--- src/rtl/chunked_ripple_adder.sv ---
// rtl/chunked_ripple_adder.sv - multi-cycle ripple-carry adder, CHUNK bits per clock, valid/ready on both sides
module chunked_ripple_adder #(
    parameter int WIDTH = 16,
    parameter int CHUNK = 4
) (
    input  logic             CLK,
    input  logic             RESET,
    input  logic             I_VALID,
    output logic             I_READY,
    input  logic [WIDTH-1:0] I0,
    input  logic [WIDTH-1:0] I1,
    input  logic             CIN,
    output logic             O_VALID,
    input  logic             O_READY,
    output logic [WIDTH-1:0] O,
    output logic             COUT,
    output logic             OVF
);

    localparam int NCH   = WIDTH / CHUNK;
    localparam int IDX_W = (NCH > 1) ? $clog2(NCH) : 1;
    localparam logic [IDX_W-1:0] LAST_IDX = IDX_W'(NCH - 1);

    typedef enum logic [1:0] {
        IDLE = 2'd0,
        BUSY = 2'd1,
        DONE = 2'd2
    } state_t;

    state_t           state;
    logic [IDX_W-1:0] idx;
    logic [WIDTH-1:0] a_reg;
    logic [WIDTH-1:0] b_reg;
    logic             carry;

    logic [CHUNK-1:0] a_chunk;
    logic [CHUNK-1:0] b_chunk;
    logic [CHUNK-1:0] s_chunk;
    logic             c_out;
    logic             c_msb;
    logic             accept;

    // A new operand pair may enter while idle, or while the held result is drained this cycle.
    assign I_READY = (state == IDLE) || ((state == DONE) && O_READY);
    assign O_VALID = (state == DONE);
    assign accept  = I_VALID && I_READY;

    // Select the operand slice for the chunk currently being added.
    always_comb begin
        a_chunk = '0;
        b_chunk = '0;
        for (int j = 0; j < NCH; j++) begin
            if (idx == IDX_W'(j)) begin
                a_chunk = a_reg[j*CHUNK +: CHUNK];
                b_chunk = b_reg[j*CHUNK +: CHUNK];
            end
        end
    end

    // One short carry chain per clock; the carry into the top bit of the slice
    // is recovered from the sum bit so the last chunk yields the signed overflow.
    assign {c_out, s_chunk} = {1'b0, a_chunk} + {1'b0, b_chunk} + {{CHUNK{1'b0}}, carry};
    assign c_msb            = a_chunk[CHUNK-1] ^ b_chunk[CHUNK-1] ^ s_chunk[CHUNK-1];

    // Control FSM and datapath registers; the result registers only move during BUSY.
    always_ff @(posedge CLK) begin
        if (RESET) begin
            state <= IDLE;
            idx   <= '0;
            a_reg <= '0;
            b_reg <= '0;
            carry <= 1'b0;
            O     <= '0;
            COUT  <= 1'b0;
            OVF   <= 1'b0;
        end else if (accept) begin
            a_reg <= I0;
            b_reg <= I1;
            carry <= CIN;
            idx   <= '0;
            state <= BUSY;
        end else begin
            case (state)
                BUSY: begin
                    for (int j = 0; j < NCH; j++) begin
                        if (idx == IDX_W'(j)) begin
                            O[j*CHUNK +: CHUNK] <= s_chunk;
                        end
                    end
                    carry <= c_out;
                    if (idx == LAST_IDX) begin
                        COUT  <= c_out;
                        OVF   <= c_msb ^ c_out;
                        idx   <= '0;
                        state <= DONE;
                    end else begin
                        idx <= idx + 1'b1;
                    end
                end
                DONE: begin
                    if (O_READY) begin
                        state <= IDLE;
                    end
                end
                IDLE: begin
                    state <= IDLE;
                end
                default: begin
                    state <= IDLE;
                end
            endcase
        end
    end

endmodule

--- config.mk ---
export PLATFORM = sky130hd
export DESIGN_NAME = chunked_ripple_adder
export DESIGN_NICKNAME = d
export VERILOG_FILES = /design/src/rtl/chunked_ripple_adder.sv
export SDC_FILE = /design/constraint.sdc
export NUM_CORES = 1
export LEC_CHECK = 0
export CORE_MARGIN = 4
export CORE_UTILIZATION = 47
export CTS_BUF_LIST = sky130_fd_sc_hd__clkbuf_4 sky130_fd_sc_hd__clkbuf_8
export DETAILED_ROUTE_END_ITERATION = 8
export GPL_TIMING_DRIVEN = 0
export PLACE_DENSITY = 0.79
export SYNTH_ARGS = -nofsm -noshare
export SYNTH_HDL_FRONTEND = slang
export SYNTH_SLANG_ARGS = --single-unit
export TNS_END_PERCENT = 10
--- constraint.sdc ---
create_clock -name CLK -period 2.8 [get_ports CLK]
set_clock_uncertainty 0.2 [all_clocks]
set_input_delay 0.56 -clock CLK [delete_from_list [all_inputs] [get_ports CLK]]
set_output_delay 0.56 -clock CLK [all_outputs]
set_load 0.1 [all_outputs]
# --- Word level (Yosys, flattened, before mapping) ---
# Index checks and enable logic that the tools add are counted.
totals:
  regBits: 55
  out_inout_bits: 20
op_classes:
  add_sub_neg: 3
  n_eq_ne: 9
  n_mux: 15
  n_bitwise: 4
  n_reduce_logical: 13
op_table:
  columns: ["operator", "n"]
  rows:
  - ["4-bit 2-to-1 mux", 8]
  - ["3-bit AND reduction", 4]
  - ["2-bit equality test (second input constant)", 3]
  - ["2-bit 2-to-1 mux", 3]
  - ["4-bit by 4-bit adder with 5-bit output", 1]
  - ["5-bit by 1-bit adder with 5-bit output", 1]
  - ["2-bit by 1-bit equality test with 1-bit output (second input constant)", 2]
  - ["2-bit zero test", 2]
  - ["2-bit case mux with 2 select lines", 1]
  - ["2-bit AND reduction", 2]
  - ["1-bit 2-to-1 mux", 3]
  - ["3-bit by 1-bit != test with 1-bit output (second input constant)", 1]
  - ["3-bit != test (second input constant)", 1]
  - ["1-bit XOR", 3]
  - ["2-bit by 1-bit adder with 2-bit output (second input constant)", 1]
  - ["1-bit logical AND", 2]
  - ["2-bit by 1-bit != test with 1-bit output (second input constant)", 1]
  - ["2-bit != test (second input constant)", 1]
  - ["2-bit nonzero test", 1]
  - ["2-bit OR reduction", 1]
  - ["1-bit logical OR", 1]
  - ["1-bit inverter", 1]

# --- Logic depth before layout (Yosys ltp) ---
# Gate-level depths: netlist of the first run.
logic_depth:
  ltp_word: 9
  ltp_mapped: 13
  ltp_nobuf: 13

# --- Least setup slack after synthesis of the first run ---
# Ideal clock, no wire load.
synth_path:
  kind: "flip-flop to flip-flop"
  from: "register idx[1]"
  to: "register carry"
  t_arrival_ps: 2611
  t_required_ps: 2484
  path_slack_ps: -127
  stages_incl_launch_ff: 14
  synth_period_minus_slack_ps: 2927
  cell_sequence: "dfxtp_1 -> inv_1 -> ha_1 -> buf_2 -> a221oi_1 -> nor3_1 -> a21oi_1 -> fa_1 -> inv_1 -> fa_1 -> a21o_1 -> a21oi_2 -> a2111oi_4 -> a31o_1"
synth_via:
  elab_chain_len: 9
synth_rtl:
  columns: ["element", "line_no", "rtl"]
  rows:
  - ["start, declared", "31", "logic [IDX_W-1:0] idx;"]
  - ["start signal, assigned", "97", "idx <= idx + 1'b1;"]
  - ["2-bit zero test", "53", "if (idx == IDX_W'(j)) begin"]
  - ["4-bit 2-to-1 mux (4 in series)", "53", null]
  - ["4-bit by 4-bit adder with 5-bit output *", "62", "assign {c_out, s_chunk} = {1'b0, a_chunk} + {1'b0, b_chunk} + {{CHUNK{1'b0}}, carry};"]
  - ["5-bit by 1-bit adder with 5-bit output *", "62", null]
  - ["1-bit 2-to-1 mux *", "83", "case (state)"]
  - ["1-bit 2-to-1 mux *", "76", "end else if (accept) begin"]
  - ["end signal, assigned", "90", "carry <= c_out;"]
  - ["end, declared", "34", "logic carry;"]
# Mark *: on every way between the ends. The rest lies on a longest branch, timed or not. The select of a mux whose other input is x is not followed.
# A chain may end at the register's enable or synchronous reset.

# --- Final worst setup path of the first run ---
# Same ends and word-level chain as after synthesis.

==> results by group, run 1 <==
Outcome
  • Status: complete, but fails checks
  • Failing checks: negative setup slack

Layout
  • Post-route insts no fill: 455
  • Most common cell after layout, fill and taps aside: nand2_1
  • Fraction of layout cells with a size suffix above 1: 13.5%
  • # diodes: 0
  • Synthesis-to-finish area growth: 35.5%
  • Nets@finish: roughly 430
  • Storage element area: approximately 1100 µm²
  • Fillers: between 400 and 500
  • Multi-input gate area: 1330 µm²
  • Most frequent cells in the layout: nand2_1 (94), a21oi_1 (56), clkdlybuf4s50_1 (54)
  • Final core occ: 65.8%

STA
  • Fin crit share: 103%
  • PnR worst setup slack: -0.0950 ns
  • # setup viols final: 7
  • Slew @ Worst Pin: 0.988 ns
  • Final Critical Period: approximately 2.9 ns
  • Fmax: 0.345 GHz
  • Fin. Hold Viols: 0
  • Final Max Slew Viols: 0
  • RSZ-0062 raised after global routing: yes
  • Hold Worst Slack: about 0.26 ns
  • Slew HR: 33.9%

Placement
  • Port bufs: 55
  • GPL Wtd Cong: 0.883
  • DP Wirelength: between 4000 and 5000 µm
  • Placed cells: 441

Logic synthesis
  • Netlist cell types: 32
  • #FFs+latches synth: 55
  • Yosys Warn Count: 0
  • Post-synth top area share: between 40% and 50%
  • Post-Syn Area per Cell: 7.90 µm²
  • EDFF count, synth: 0
  • Main synth FF type: dfxtp_1
  • Synth Instances: 316
  • Mapped Area: 2500 µm²
  • Post-synth top area cell: dfxtp_1
  • Sequential share of the synthesized area: 44.1%
  • Ys async rst share: 0%
  • Mapped Nets: 362
  • Top post-synthesis cells by area: dfxtp_1 (44%), nand2_1 (14%), a21oi_1 (12%)

Worst setup path
  • Crit Path Class: register to register
  • Startpoint types: register
  • Slowest CP cell: dfxtp_2
  • Worst reg2reg path startpoint: idx[1]
  • R2R Setup Slk: -0.1 ns
  • Reg2reg end: carry
  • Crit path capture type: register
  • CP arrival: 2.90 ns
  • Req. time, crit path: approximately 2.8 ns
  • Worst path max stage delay: roughly 0.36 ns
  • Worst-case reg-to-reg path depth: 13
  • Crit path max fanout: 6
  • CP Cell Sequence: inv_2 > ha_4 > buf_8 > a221oi_4 > nor3_2 > a21oi_2 > fa_2 > inv_2 > fa_2 > a21o_1 > a21oi_4 > a2111oi_4 > a31o_1

Pwr
  • Peak VDD IR: 0.000323 V
  • Pwr/cell area: 484 nW/µm²
  • Total chip power: roughly 1.6 mW
  • P_leak: 1.26 nW

GRT
  • Global Route Usage Sum: 19.7%
  • Number of global-route vias before repair: 2187
  • Largest net degree at the start of global routing: 16
  • Antenna violations before repair: 0
  • First-pass GRT wire length: 10100 µm
  • Total grt overflow: 0

Floorplan
  • Chip height: 80.9 µm
  • Core area: 5140 µm²
  • Die footprint: 6540 µm²
  • Rows: 26
  • I/O pin total: 57
  • Die width: around 81 µm
  • Starting Density: 48.6%

Clock network
  • CTS tree: yes
  • CTS Root Cell: clkbuf_8
  • Clock-pin transition on the worst setup and hold timing paths: ~0.09 ns
  • Worst skew pair latency: 0.30 ns
  • Clock sink count: 55
  • Bufs on Longest Clock Path: 2
  • H-tree lvl count: 2
  • CTS Buf Count: 5

Run
  • Max-Cap Viols: 0

Route
  • DR WL/cell: 13.4 µm
  • Vias per Instance: 5.15
  • Detail Route Antenna Nets: 0
  • DR pass1 iterations: 4
  • DR DRC count: 0
  • Total number of vias: 2341
  • First DRT Iteration DRCs: 122
  • Post-Route WL: 6120 µm

Min path
  • Min-delay src: O[15]
  • Hold path cells: 2
  • Hold endpoint: O[15]
  • Worst min path class: register to register
==> how the worst max path moves through the flow <==
stage                        from  endpoint  slack [ns]  cells past startpoint
after floorplan            idx[0]     carry        0.01                     13
after global placement    O_READY   I_READY       -0.25                      4
after detailed placement  O_READY   I_READY       -0.29                      4
after CTS                  idx[1]     carry       -0.09                     13
after global routing       idx[1]     carry       -0.22                     13
final                      idx[1]     carry        -0.1                     13
==> repair_timing <==
item                                    4_1_cts  5_1_grt
resized for setup                            16        5
endpoints found under the setup margin       16       12
setup buffers                                 8        0
hold buffers                                  0        0
pin swaps                                    10        2
==> metrics by stage <==
step | setup TNS, ns | instance area (µm²) | worst slack [ns]
after global placement | -1.16 | 3170 | -0.254
after floorplan | 0 | 2540 | 0.0115
final | -0.335 | 3380 | -0.0950
after CTS | -0.241 | 3370 | -0.0924
after global routing | -1.82 | 3380 | -0.216
after detailed placement | -2.04 | 3170 | -0.291
==> synth_stat cells (4+ instances only) <==
library cell / count
a211oi_1: 10
a21oi_1: 58
buf_2: 9
buf_4: 4
clkbuf_1: 10
dfxtp_1: 55
ha_1: 7
inv_1: 6
nand2_1: 94
nand3b_1: 12
nor2_1: 12
nor2b_1: 6
o21ai_0: 6
==> power by group <==
group | total, mW | internal, mW | switching (mW) | leakage, nW
registers | 0.843 | 0.820 | 0.0228 | 0.451
logic | 0.355 | 0.151 | 0.204 | 0.762
clock network | 0.440 | 0.195 | 0.245 | 0.0470
total | 1.64 | 1.17 | 0.472 | 1.26
==> layer usage <==
layer,vias to the layer above,global-route usage (%),part of all wire (%)
met2,71,33.7,48
met1,1074,25.0,45
li1,1187,-,-
met3,9,3.66,5.9
met5,-,0,0
met4,0,6.59,1.3
==> critical path, delay by kind of cell (launching register included) <==
kind	cells	cell delay, ns
compound gates	6	1.11
fa+ha+maj	3	0.79
flops	1	0.36
simple gates	1	0.07
buf+inv	3	0.24
==> kinds of logic (layout without fill, tap and decap cells) <==
logic type / after synthesis / in the layout / synth area share, %
multiplexers: 1 / 1 / 0.401
AO/OA/AOI/OAI: 81 / 81 / 18.9
adder cells (fa/ha/maj): 9 / 9 / 5.11
AND/OR/NAND/NOR: 138 / 138 / 24.7
buffers and inverters: 30 / 99 / 6.01
flip-flops: 55 / 55 / 44.1
XOR/XNOR: 2 / 2 / 0.702
==> final cells by class <==
class,instances,area share (%)
Clock inverter,1,0.148
Multi-Input combinational cell,231,39.2
Clock buffer,6,2.44
Inverter,6,0.666
Timing Repair Buffer,63,17.9
Buffer,23,4.40
Sequential cell,55,32.7
Tap cell,70,2.59
(Power assumes the default switching activity.)
==> inputs of run 2 (changes only) <==
- ABC_AREA: default -> 0
- SLEW_MARGIN: default -> 20
==> results of run 2 <==
The final DEF is identical to that of run 1; final timing and power are the same.
